### src/rtl/clk_enable_gen_pkg.sv
// Shared types and constants for the clock-enable generator.
package clk_gen_pkg;

    // Operating modes, encoded exactly as driven on mode_i.
    typedef enum logic [1:0] {
        HALT  = 2'b00,
        RUN   = 2'b01,
        STEP  = 2'b10,
        BURST = 2'b11
    } mode_t;

    // Width of the free-running tick counter.
    localparam int TICK_CNT_W = 16;

endpackage

### src/rtl/clk_enable_gen_if.sv
// Control and status bundle between the bring-up controls and the enable generator.
interface clk_enable_gen_if
    import clk_gen_pkg::*;
#(
    parameter int CNT_W   = 32,
    parameter int BURST_W = 8
) ();

    logic [1:0]            mode_i;
    logic [CNT_W-1:0]      div_i;
    logic [BURST_W-1:0]    burst_len_i;
    logic                  tick_o;
    logic                  busy_o;
    logic [TICK_CNT_W-1:0] tick_count_o;
    logic                  led_o;

    // Side that sets mode, divisor and burst length and watches the tick.
    modport master (
        output mode_i, div_i, burst_len_i,
        input  tick_o, busy_o, tick_count_o, led_o
    );

    // The enable generator itself.
    modport slave (
        input  mode_i, div_i, burst_len_i,
        output tick_o, busy_o, tick_count_o, led_o
    );

endinterface

### src/rtl/clk_enable_gen_step_debouncer.sv
// Step button conditioning: 2-flop synchroniser, stability filter and a
// registered one-cycle pulse on each rising edge of the debounced level.
module step_debouncer #(
    parameter int DEBOUNCE_CYCLES = 4
) (
    input  logic clk,
    input  logic reset,
    input  logic btn_i,
    output logic press_o
);

    localparam int STAB_W = (DEBOUNCE_CYCLES > 1) ? $clog2(DEBOUNCE_CYCLES) : 1;

    logic              sync1_q, sync2_q;
    logic              level_q, level_d;
    logic              level_prev_q;
    logic              press_q;
    logic [STAB_W-1:0] stab_q, stab_d;

    // Stability filter: the level flips only after DEBOUNCE_CYCLES consecutive disagreeing samples.
    always_comb begin
        // NOTE: every output of this block gets a default first so no path leaves it unassigned (no latch).
        stab_d  = stab_q;
        level_d = level_q;
        if (sync2_q == level_q) begin
            stab_d = '0;
        end else if (stab_q == STAB_W'(DEBOUNCE_CYCLES - 1)) begin
            level_d = sync2_q;
            stab_d  = '0;
        end else begin
            stab_d = stab_q + STAB_W'(1);
        end
    end

    // Synchroniser, filter state and edge-detect registers.
    always_ff @(posedge clk) begin
        // NOTE: reset is sampled on the clock edge like any other input; state updates use <= only.
        if (reset) begin
            sync1_q      <= 1'b0;
            sync2_q      <= 1'b0;
            stab_q       <= '0;
            level_q      <= 1'b0;
            level_prev_q <= 1'b0;
            press_q      <= 1'b0;
        end else begin
            sync1_q      <= btn_i;
            sync2_q      <= sync1_q;
            stab_q       <= stab_d;
            level_q      <= level_d;
            level_prev_q <= level_q;
            press_q      <= level_q & ~level_prev_q;
        end
    end

    assign press_o = press_q;

endmodule

### src/rtl/clk_enable_gen.sv
// Single-clock enable generator for CPU bring-up: HALT / RUN / STEP / BURST
// modes, runtime divisor, debounced step button, tick counter and heartbeat LED.
module clk_enable_gen
    import clk_gen_pkg::*;
#(
    parameter int CNT_W           = 32,
    parameter int DEFAULT_DIV     = 1,
    parameter int DEBOUNCE_CYCLES = 4,
    parameter int BURST_W         = 8
) (
    input  logic             clk,
    input  logic             reset,
    input  logic             step_btn_i,
    clk_enable_gen_if.slave  bus
);

    if (DEBOUNCE_CYCLES < 1 || DEFAULT_DIV < 0) begin : g_param_check
        $error("clk_enable_gen: DEBOUNCE_CYCLES must be >= 1 and DEFAULT_DIV >= 0");
    end

    mode_t                 state_q, state_d;
    logic [CNT_W-1:0]      cnt_q, cnt_d;
    logic [CNT_W-1:0]      div_eff;
    logic [BURST_W-1:0]    rem_q, rem_d;
    logic [BURST_W-1:0]    len_eff;
    logic                  busy_q, busy_d;
    logic                  tick_q, tick_d;
    logic                  led_q, led_d;
    logic [TICK_CNT_W-1:0] count_q, count_d;
    logic                  press;
    logic                  period_done;

    step_debouncer #(
        .DEBOUNCE_CYCLES(DEBOUNCE_CYCLES)
    ) u_step_debouncer (
        .clk    (clk),
        .reset  (reset),
        .btn_i  (step_btn_i),
        .press_o(press)
    );

    assign div_eff = (bus.div_i == '0) ? CNT_W'(1) : bus.div_i;
    assign len_eff = (bus.burst_len_i == '0) ? BURST_W'(1) : bus.burst_len_i;
    // >= rather than == so a divisor lowered mid-count ends the period at once.
    assign period_done = (cnt_q >= div_eff - CNT_W'(1));

    // Next-state, divide counter, burst bookkeeping and tick decision.
    always_comb begin
        state_d = mode_t'(bus.mode_i);
        cnt_d   = cnt_q;
        rem_d   = rem_q;
        busy_d  = busy_q;
        tick_d  = 1'b0;
        if (state_d != state_q) begin
            // Any mode change restarts the period and aborts a burst.
            cnt_d  = '0;
            rem_d  = '0;
            busy_d = 1'b0;
        end else begin
            case (state_q)
                RUN: begin
                    if (period_done) begin
                        cnt_d  = '0;
                        tick_d = 1'b1;
                    end else begin
                        cnt_d = cnt_q + CNT_W'(1);
                    end
                end
                STEP: begin
                    tick_d = press;
                end
                BURST: begin
                    if (!busy_q) begin
                        if (press) begin
                            rem_d  = len_eff;
                            busy_d = 1'b1;
                            cnt_d  = '0;
                        end
                    end else if (period_done) begin
                        cnt_d  = '0;
                        tick_d = 1'b1;
                        rem_d  = rem_q - BURST_W'(1);
                        if (rem_q == BURST_W'(1)) begin
                            busy_d = 1'b0;
                        end
                    end else begin
                        cnt_d = cnt_q + CNT_W'(1);
                    end
                end
                default: begin
                    // HALT: hold everything, no ticks.
                end
            endcase
        end
        count_d = tick_d ? count_q + TICK_CNT_W'(1) : count_q;
        led_d   = led_q ^ tick_d;
    end

    // State and output registers.
    always_ff @(posedge clk) begin
        if (reset) begin
            state_q <= HALT;
            cnt_q   <= '0;
            rem_q   <= '0;
            busy_q  <= 1'b0;
            tick_q  <= 1'b0;
            led_q   <= 1'b0;
            count_q <= '0;
        end else begin
            state_q <= state_d;
            cnt_q   <= cnt_d;
            rem_q   <= rem_d;
            busy_q  <= busy_d;
            tick_q  <= tick_d;
            led_q   <= led_d;
            count_q <= count_d;
        end
    end

    assign bus.tick_o       = tick_q;
    assign bus.busy_o       = busy_q;
    assign bus.tick_count_o = count_q;
    assign bus.led_o        = led_q;

endmodule

### src/flat_wrapper.sv
// flat-port wrapper written by rule: the top's interface ports become plain ports
module clk_enable_gen_flat import clk_gen_pkg::*;
#(
    parameter int CNT_W           = 32,
    parameter int DEFAULT_DIV     = 1,
    parameter int DEBOUNCE_CYCLES = 4,
    parameter int BURST_W         = 8
)
  (clk, reset, step_btn_i, bus_mode_i, bus_div_i, bus_burst_len_i, bus_tick_o, bus_busy_o, bus_tick_count_o, bus_led_o);
  clk_enable_gen_if #(.CNT_W(CNT_W), .BURST_W(BURST_W)) bus_i ();
  input  logic clk;
  input  logic reset;
  input  logic step_btn_i;
  input wire logic [$bits(bus_i.mode_i)-1:0] bus_mode_i;
  input wire logic [$bits(bus_i.div_i)-1:0] bus_div_i;
  input wire logic [$bits(bus_i.burst_len_i)-1:0] bus_burst_len_i;
  output wire logic [$bits(bus_i.tick_o)-1:0] bus_tick_o;
  output wire logic [$bits(bus_i.busy_o)-1:0] bus_busy_o;
  output wire logic [$bits(bus_i.tick_count_o)-1:0] bus_tick_count_o;
  output wire logic [$bits(bus_i.led_o)-1:0] bus_led_o;
  assign bus_i.mode_i = bus_mode_i;
  assign bus_i.div_i = bus_div_i;
  assign bus_i.burst_len_i = bus_burst_len_i;
  assign bus_tick_o = bus_i.tick_o;
  assign bus_busy_o = bus_i.busy_o;
  assign bus_tick_count_o = bus_i.tick_count_o;
  assign bus_led_o = bus_i.led_o;
  clk_enable_gen #(.CNT_W(CNT_W), .DEFAULT_DIV(DEFAULT_DIV), .DEBOUNCE_CYCLES(DEBOUNCE_CYCLES), .BURST_W(BURST_W)) u_core (.clk(clk), .reset(reset), .step_btn_i(step_btn_i), .bus(bus_i));
endmodule
### config.mk
export PLATFORM = sky130hd
export DESIGN_NAME = clk_enable_gen_flat
export DESIGN_NICKNAME = d
export VERILOG_FILES = /design/src/rtl/clk_enable_gen_pkg.sv /design/src/rtl/clk_enable_gen_if.sv /design/src/rtl/clk_enable_gen_step_debouncer.sv /design/src/rtl/clk_enable_gen.sv /design/src/flat_wrapper.sv
export SDC_FILE = /design/constraint.sdc
export NUM_CORES = 1
export LEC_CHECK = 0
export ABC_AREA = 1
export ABC_CLOCK_PERIOD_IN_PS = 3210
export CORE_MARGIN = 2
export CORE_UTILIZATION = 40
export CTS_BUF_LIST = sky130_fd_sc_hd__clkbuf_8
export DETAILED_ROUTE_END_ITERATION = 16
export PLACE_DENSITY_LB_ADDON = 0.08
export SETUP_SLACK_MARGIN = 0.3
export SYNTH_ARGS = -nofsm -noshare
export SYNTH_HDL_FRONTEND = slang
export SYNTH_HIERARCHICAL = 1
export SYNTH_SLANG_ARGS = --single-unit
### constraint.sdc
create_clock -name clk -period 3.21 [get_ports clk]
set_input_delay 0.321 -clock clk [delete_from_list [all_inputs] [get_ports clk]]
set_output_delay 0.321 -clock clk [all_outputs]
set_load 0.01 [all_outputs]
* Yosys cells after proc, flatten, opt, wreduce, memory -nomap -nowiden
Cells that the tools add are included.
** Word-level totals
- Flip-flop bits (word level) :: 68
- Input port bits :: 45
- Output and inout port bits :: 19
** Cells by class
- Add/subtract/negate cells :: 5
- Order comparisons :: 1
- Equality and inequality tests :: 9
- Mux-type cells :: 17
- Bitwise gates (word level) :: 4
- Reduce and logical (&&, ||, !) cells :: 9
** Operator list (number)
- two-way mux 32 bit :: 4
- one-hot mux 32 bit (2 select lines) :: 1
- adder 32 x 1 -> 32 bit, second input constant :: 1
- >= comparator 32 bit :: 1
- zero test 32 bit :: 1
- two-way mux 8 bit :: 4
- subtractor 32 x 1 -> 32 bit, second input constant :: 1
- adder 16 x 1 -> 16 bit, second input constant :: 1
- == test 8 x 1 -> 1 bit, second input constant :: 1
- zero test 8 bit :: 1
- subtractor 8 x 1 -> 8 bit, second input constant :: 1
- two-way mux 1 bit :: 7
- == test 2 bit, second input constant :: 3
- AND reduction 2 bit :: 2
- nonzero test 2 bit :: 2
- inequality test 3 x 2 -> 1 bit, second input constant :: 1
- one-hot mux 1 bit (3 select lines) :: 1
- AND reduction 3 bit :: 1
- OR reduction 3 bit :: 1
- adder 2 x 1 -> 2 bit, second input constant :: 1
- == test 2 x 1 -> 1 bit, second input constant :: 1
- inequality test 2 bit :: 1
- inequality test 2 bit, second input constant :: 1
- inverter 1 bit :: 2
- 4 further kinds :: 4

* Depth between registers and ports, before layout
- Word-level depth :: 9
- Depth in mapped cells :: 29

* Hierarchy
Netlist, hierarchy kept.
** Modules (own cells, without submodules)
- clk_enable_gen :: instances 1, cells each 817, area each 5121.2 um^2, sequential area each 1221.2 um^2
- step_debouncer :: instances 1, cells each 27, area each 235.2 um^2, sequential area each 140.1 um^2

* Worst setup path after synthesis
No wires, ideal clock.
- Path kind :: input to register
- From :: input bus_div_i[10]
- To :: register u_core.count_q[3], in the netlist u_core/bus.tick_count_o[3]
- Library setup time :: 0.115 ns
- Arrival :: 3.234 ns
- Required time :: 3.095 ns
- Path slack :: -0.139 ns
- Stages on the path :: 27
- Path buffers :: 1
- Cell sequence :: nor2_1 nand2_1 nor2_1 nand4_1 nand2_1 inv_2 ha_1 nand2_1 nor2_2 nand2_1 nor4_2 nand4_1 xor2_1 inv_1 ha_1 nand2_1 nor2_1 nand2_1 nor4_1 nand2_1 nand2_4 nand2_1 nand3_2 buf_4 nand3_1 nand2_1 nor2_1
** On the way
- Word-level cells in the longest chain between the ends :: 8
** RTL lines
- from (decl) :: line flat_wrapper.sv:15 : input wire logic [$bits(bus_i.div_i)-1:0] bus_div_i;
- zero test 32 bit :: line clk_enable_gen.sv:42 : assign div_eff = (bus.div_i == '0) ? CNT_W'(1) : bus.div_i;
- two-way mux 32 bit * :: line clk_enable_gen.sv:42
- subtractor 32 x 1 -> 32 bit * :: line clk_enable_gen.sv:45 : assign period_done = (cnt_q >= div_eff - CNT_W'(1));
- >= comparator 32 bit * :: line clk_enable_gen.sv:45
- two-way mux 1 bit * :: line clk_enable_gen.sv:62, clk_enable_gen.sv:79
- two-way mux 1 bit :: line clk_enable_gen.sv:73 : if (!busy_q) begin
- one-hot mux 1 bit (3 select lines) * :: line clk_enable_gen.sv:60 : case (state_q)
- two-way mux 1 bit * :: line clk_enable_gen.sv:54 : if (state_d != state_q) begin
- to (signal assigned) :: line clk_enable_gen.sv:116 : count_q <= count_d;
- to (decl) :: line clk_enable_gen.sv:29 : logic [TICK_CNT_W-1:0] count_q, count_d;
Mark *: on every way between the ends. The rest lies on a longest branch, timed or not.
A chain may end at the register's enable or synchronous reset.

* Final worst setup path
- From :: input bus_div_i[28]
- To :: register u_core.count_q[6], in the netlist u_core/bus.tick_count_o[6]
The elaborated chain is that of the path after synthesis.

==> insert_results.sql <==
INSERT INTO impl_metrics (metric_group, metric, value, unit) VALUES
('run_status', 'outcome', 'finished, violations left', ''),
('run_status', 'violations', 'setup timing', ''),
('sta', 'worst_slew_pin_slew', '740', 'ps'),
('sta', 'finalCritPeriodShare', '103', '%'),
('yosys', 'postSynthNetCount', '927', ''),
('power', 'power_per_cell_area', '221', 'mW/mm^2'),
('yosys', 'netlist.area_leader.share', '25.4', '%'),
('setup_path', 'timing.setup.critical_path_class', 'in -> reg', ''),
('min_path', 'hold_path.class', 'reg -> reg', ''),
('cells_and_area', 'count_of_antenna_diodes_in_the_layout', '0', ''),
('grt', 'grt_pass1_wl', '26200', 'um'),
('cells_and_area', 'area_growth', '49.8', '%'),
('route', 'vias', '6153', ''),
('yosys', 'synthDistinctLibCells', '47', ''),
('min_path', 'hold_depth', '1', ''),
('setup_path', 'critPathRequiredTime', '3440', 'ps'),
('cts', 'tritoncts', 'done', ''),
('floorplanning', 'die_x', '120', 'um'),
('place', 'port_buffers', '63', ''),
('place', 'hpwl', '11500', 'um'),
('cells_and_area', 'finish.utilization', '61.1', '%'),
('power', 'power_leakage', '3.32', 'nW'),
('yosys', 'yosys.cell_count.top_type', 'sky130_fd_sc_hd__nand2_1', ''),
('cells_and_area', 'final_design_area_no_fill', '0.00802', 'sq mm'),
('sta', 'timing.max_slew.rel_slack', '50.6', '%'),
('setup_path', 'worst-r2r-cell-count', '7', ''),
('setup_path', 'cp_launch_type', 'input pin', ''),
('sta', 'setup_tns', '-1160', 'ps'),
('route', 'drc', '0', ''),
('cts', 'clock_path_buffers', '2', ''),
('setup_path', 'crit_slowest_cell', 'sky130_fd_sc_hd__ha_1', ''),
('floorplanning', 'ioPinCount', '64', ''),
('route', 'postRouteWirelength', '16500', 'um'),
('sta', 'rsz0062_at_grt', 'yes', ''),
('cts', 'root_buffer', 'sky130_fd_sc_hd__clkbuf_8', ''),
('setup_path', 'worst_setup_path_end_kind', 'register', ''),
('yosys', 'yosys_most_used_dff', 'sky130_fd_sc_hd__dfxtp_1', ''),
('cells_and_area', 'fraction_of_layout_cells_with_a_size_suffix_above_1', '32.5', '%'),
('yosys', 'netlist_area', '0.00536', 'sq mm'),
('sta', 'hold_viol_final', '0', ''),
('flow_run', 'maxCapViolCount', '0', ''),
('floorplanning', 'design.die.area', '0.0143', 'sq mm'),
('yosys', 'yosysWarnings', '6', ''),
('cts', 'post_cts_hold_buffer_count', '0', ''),
('setup_path', 'cp.arrival', '3540', 'ps'),
('yosys', 'synth_top_area_cell', 'sky130_fd_sc_hd__dfxtp_1', ''),
('yosys', 'synth_area_per_cell', '6.35', 'sq um'),
('place', 'gp_congestion', '0.914', ''),
('setup_path', 'critical-path-top-cell-by-count', 'sky130_fd_sc_hd__nand2_2', ''),
('grt', 'grt.overflow.total', '0', ''),
('yosys', 'syn_inst', '844', ''),
('yosys', 'main_area_contributors_after_synthesis', 'sky130_fd_sc_hd__dfxtp_1 25%, sky130_fd_sc_hd__nand2_1 13%, sky130_fd_sc_hd__nor2_1 10%, sky130_fd_sc_hd__ha_1 8.9%, sky130_fd_sc_hd__a21oi_1 6.8%', ''),
('route', 'route.antenna.remaining_nets', '0', ''),
('yosys', 'synth_edf_count', '0', ''),
('floorplanning', 'floorplan.core_area', '0.0131', 'sq mm'),
('setup_path', 'critical_path_peak_fanout', '9', ''),
('grt', 'grt_antenna_before_repair', '0', ''),
('power', 'power.total', '0.00177', 'W'),
('cts', 'clock_insertion_delay_worst_skew', '350', 'ps'),
('sta', 'fin_skew', '12.8', 'ps'),
('sta', 'final.setup.worst_slack', '-92.3', 'ps'),
('power', 'vdd.ir_drop.worst', '0.000257', 'V'),
('sta', 'finalWorstPathRequiredPeriod', '3300', 'ps'),
('place', 'pre_cts_ws', '-913', 'ps'),
('cells_and_area', 'num-nets-final', '1120', ''),
('yosys', 'synth_async_reset_ratio', '0', '%'),
('yosys', 'number_of_flip_flops_and_latches_in_the_synthesized_netlist', '68', ''),
('sta', 'report.final.setup_viol', '37', ''),
('cts', 'cts_num_sinks', '68', ''),
('floorplanning', 'y_dimension_of_the_die', '120', 'um'),
('sta', 'slew_viol_final', '0', '');
==> layout make-up <==
class                      instances  area, sq um  share of cell area [%]
timing repair buffer             195         1760                    21.9
sequential                        68         1360                    17.0
multi-input combinational        661         4140                    51.6
timing repair inverter             1         6.26                  0.0780
inverter                         101          389                    4.85
clock inverter                     6         26.3                   0.328
tap                              176          220                    2.75
clock buffer                       9          124                    1.54
==> worst max-delay path, delay by kind of cell <==
family                   cells  cell delay (ps)
XOR/XNOR                     1              160
buffers and inverters        7              790
AND/OR/NAND/NOR             16             1400
AO/OA/AOI/OAI                3              430
adder cells (fa/ha/maj)      2              430
==> kinds of logic after synthesis <==
| logic type | share of synthesized area [%] |
|---|---|
| and+or+nand+nor | 39.7 |
| adders and majority gates | 8.88 |
| AOI/OAI and AO/OA | 11.9 |
| buffers and inverters | 8.34 |
| xor gates and xnor gates | 5.72 |
| DFF | 25.4 |
==> layout by cell type (no fill, tap or decap), types with 7 or more instances in the layout <==
| master | synthesis | final |
|---|---|---|
| sky130_fd_sc_hd__nand2_1 | 186 | 166 |
| sky130_fd_sc_hd__nor2_1 | 148 | 122 |
| sky130_fd_sc_hd__buf_4 | 3 | 103 |
| sky130_fd_sc_hd__inv_1 | 86 | 84 |
| sky130_fd_sc_hd__dfxtp_1 | 68 | 68 |
| sky130_fd_sc_hd__a21oi_1 | 73 | 49 |
| sky130_fd_sc_hd__ha_1 | 38 | 37 |
| sky130_fd_sc_hd__clkdlybuf4s50_1 | 0 | 31 |
| sky130_fd_sc_hd__nand3_1 | 57 | 28 |
| sky130_fd_sc_hd__nand3_2 | 4 | 28 |
| sky130_fd_sc_hd__a21oi_2 | 3 | 26 |
| sky130_fd_sc_hd__buf_6 | 0 | 24 |
| sky130_fd_sc_hd__nor2_2 | 6 | 23 |
| sky130_fd_sc_hd__buf_2 | 3 | 20 |
| sky130_fd_sc_hd__nand4_1 | 20 | 20 |
| sky130_fd_sc_hd__xor2_1 | 23 | 19 |
| sky130_fd_sc_hd__nand2_2 | 4 | 18 |
| sky130_fd_sc_hd__inv_2 | 14 | 16 |
| sky130_fd_sc_hd__nor3_1 | 15 | 15 |
| sky130_fd_sc_hd__nor2_4 | 3 | 12 |
| sky130_fd_sc_hd__o21ai_1 | 12 | 11 |
| sky130_fd_sc_hd__xnor2_1 | 12 | 10 |
| sky130_fd_sc_hd__clkbuf_8 | 0 | 9 |
| sky130_fd_sc_hd__nand2_4 | 1 | 7 |
| sky130_fd_sc_hd__nor4_1 | 9 | 7 |
==> report_power, final <==
group	internal (W)	switching [W]	total [W]
Combinational	0.000169	0.000171	0.000341
Clock	0.000263	0.000315	0.000579
Sequential	0.000846	0.00000285	0.000849
==> sequential cells by signal, summed over array words and instances (netlist names) <==
register,flops
u_core/bus.busy_o,1
u_core/bus.led_o,1
u_core/bus.tick_count_o,16
u_core/bus.tick_o,1
u_core/cnt_q,32
u_core/rem_q,8
u_core/state_q,2
u_core/u_step_debouncer/level_prev_q,1
u_core/u_step_debouncer/level_q,1
u_core/u_step_debouncer/press_o,1
u_core/u_step_debouncer/stab_q,2
u_core/u_step_debouncer/sync1_q,1
u_core/u_step_debouncer/sync2_q,1
==> per-stage QoR <==
step,hold slack (ps),cells
after floorplan,374,844
after global placement,383,1156
after detailed placement,389,1156
after CTS,395,1211
after global routing,413,1217
final,388,1217
==> worst paths after layout <==
check,slack [ps],endpoint,startpoint
setup / recovery,-90,u_core/bus.tick_count_o[6]$_SDFFE_PP0P_,bus_div_i[28]
hold / removal,390,u_core/u_step_debouncer/press_o$_SDFF_PP0_,u_core/u_step_debouncer/level_prev_q$_SDFF_PP0_
setup reg to reg,790,u_core/cnt_q[26]$_SDFFE_PP0P_,u_core/state_q[1]$_SDFF_PP0_
hold reg to reg,390,u_core/u_step_debouncer/press_o$_SDFF_PP0_,u_core/u_step_debouncer/level_prev_q$_SDFF_PP0_
==> metal layers <==
layer / part of all wire [%] / routed length [um] / track usage (%)
met2: 49 / 8120 / 39.7
met4: 3.0 / 491 / 8.75
met3: 4.4 / 721 / 3.04
met5: 0 / 0 / 0
met1: 43 / 7160 / 26.8
==> repair_timing <==
item                                    in CTS  in global routing
setup buffers                               35                  6
gates cloned                                 5                  0
gates resized for setup                    196                 71
pin swaps                                   30                 40
endpoints found under the setup margin      59                 59
No activity file was read; power rests on OpenSTA's default activity.
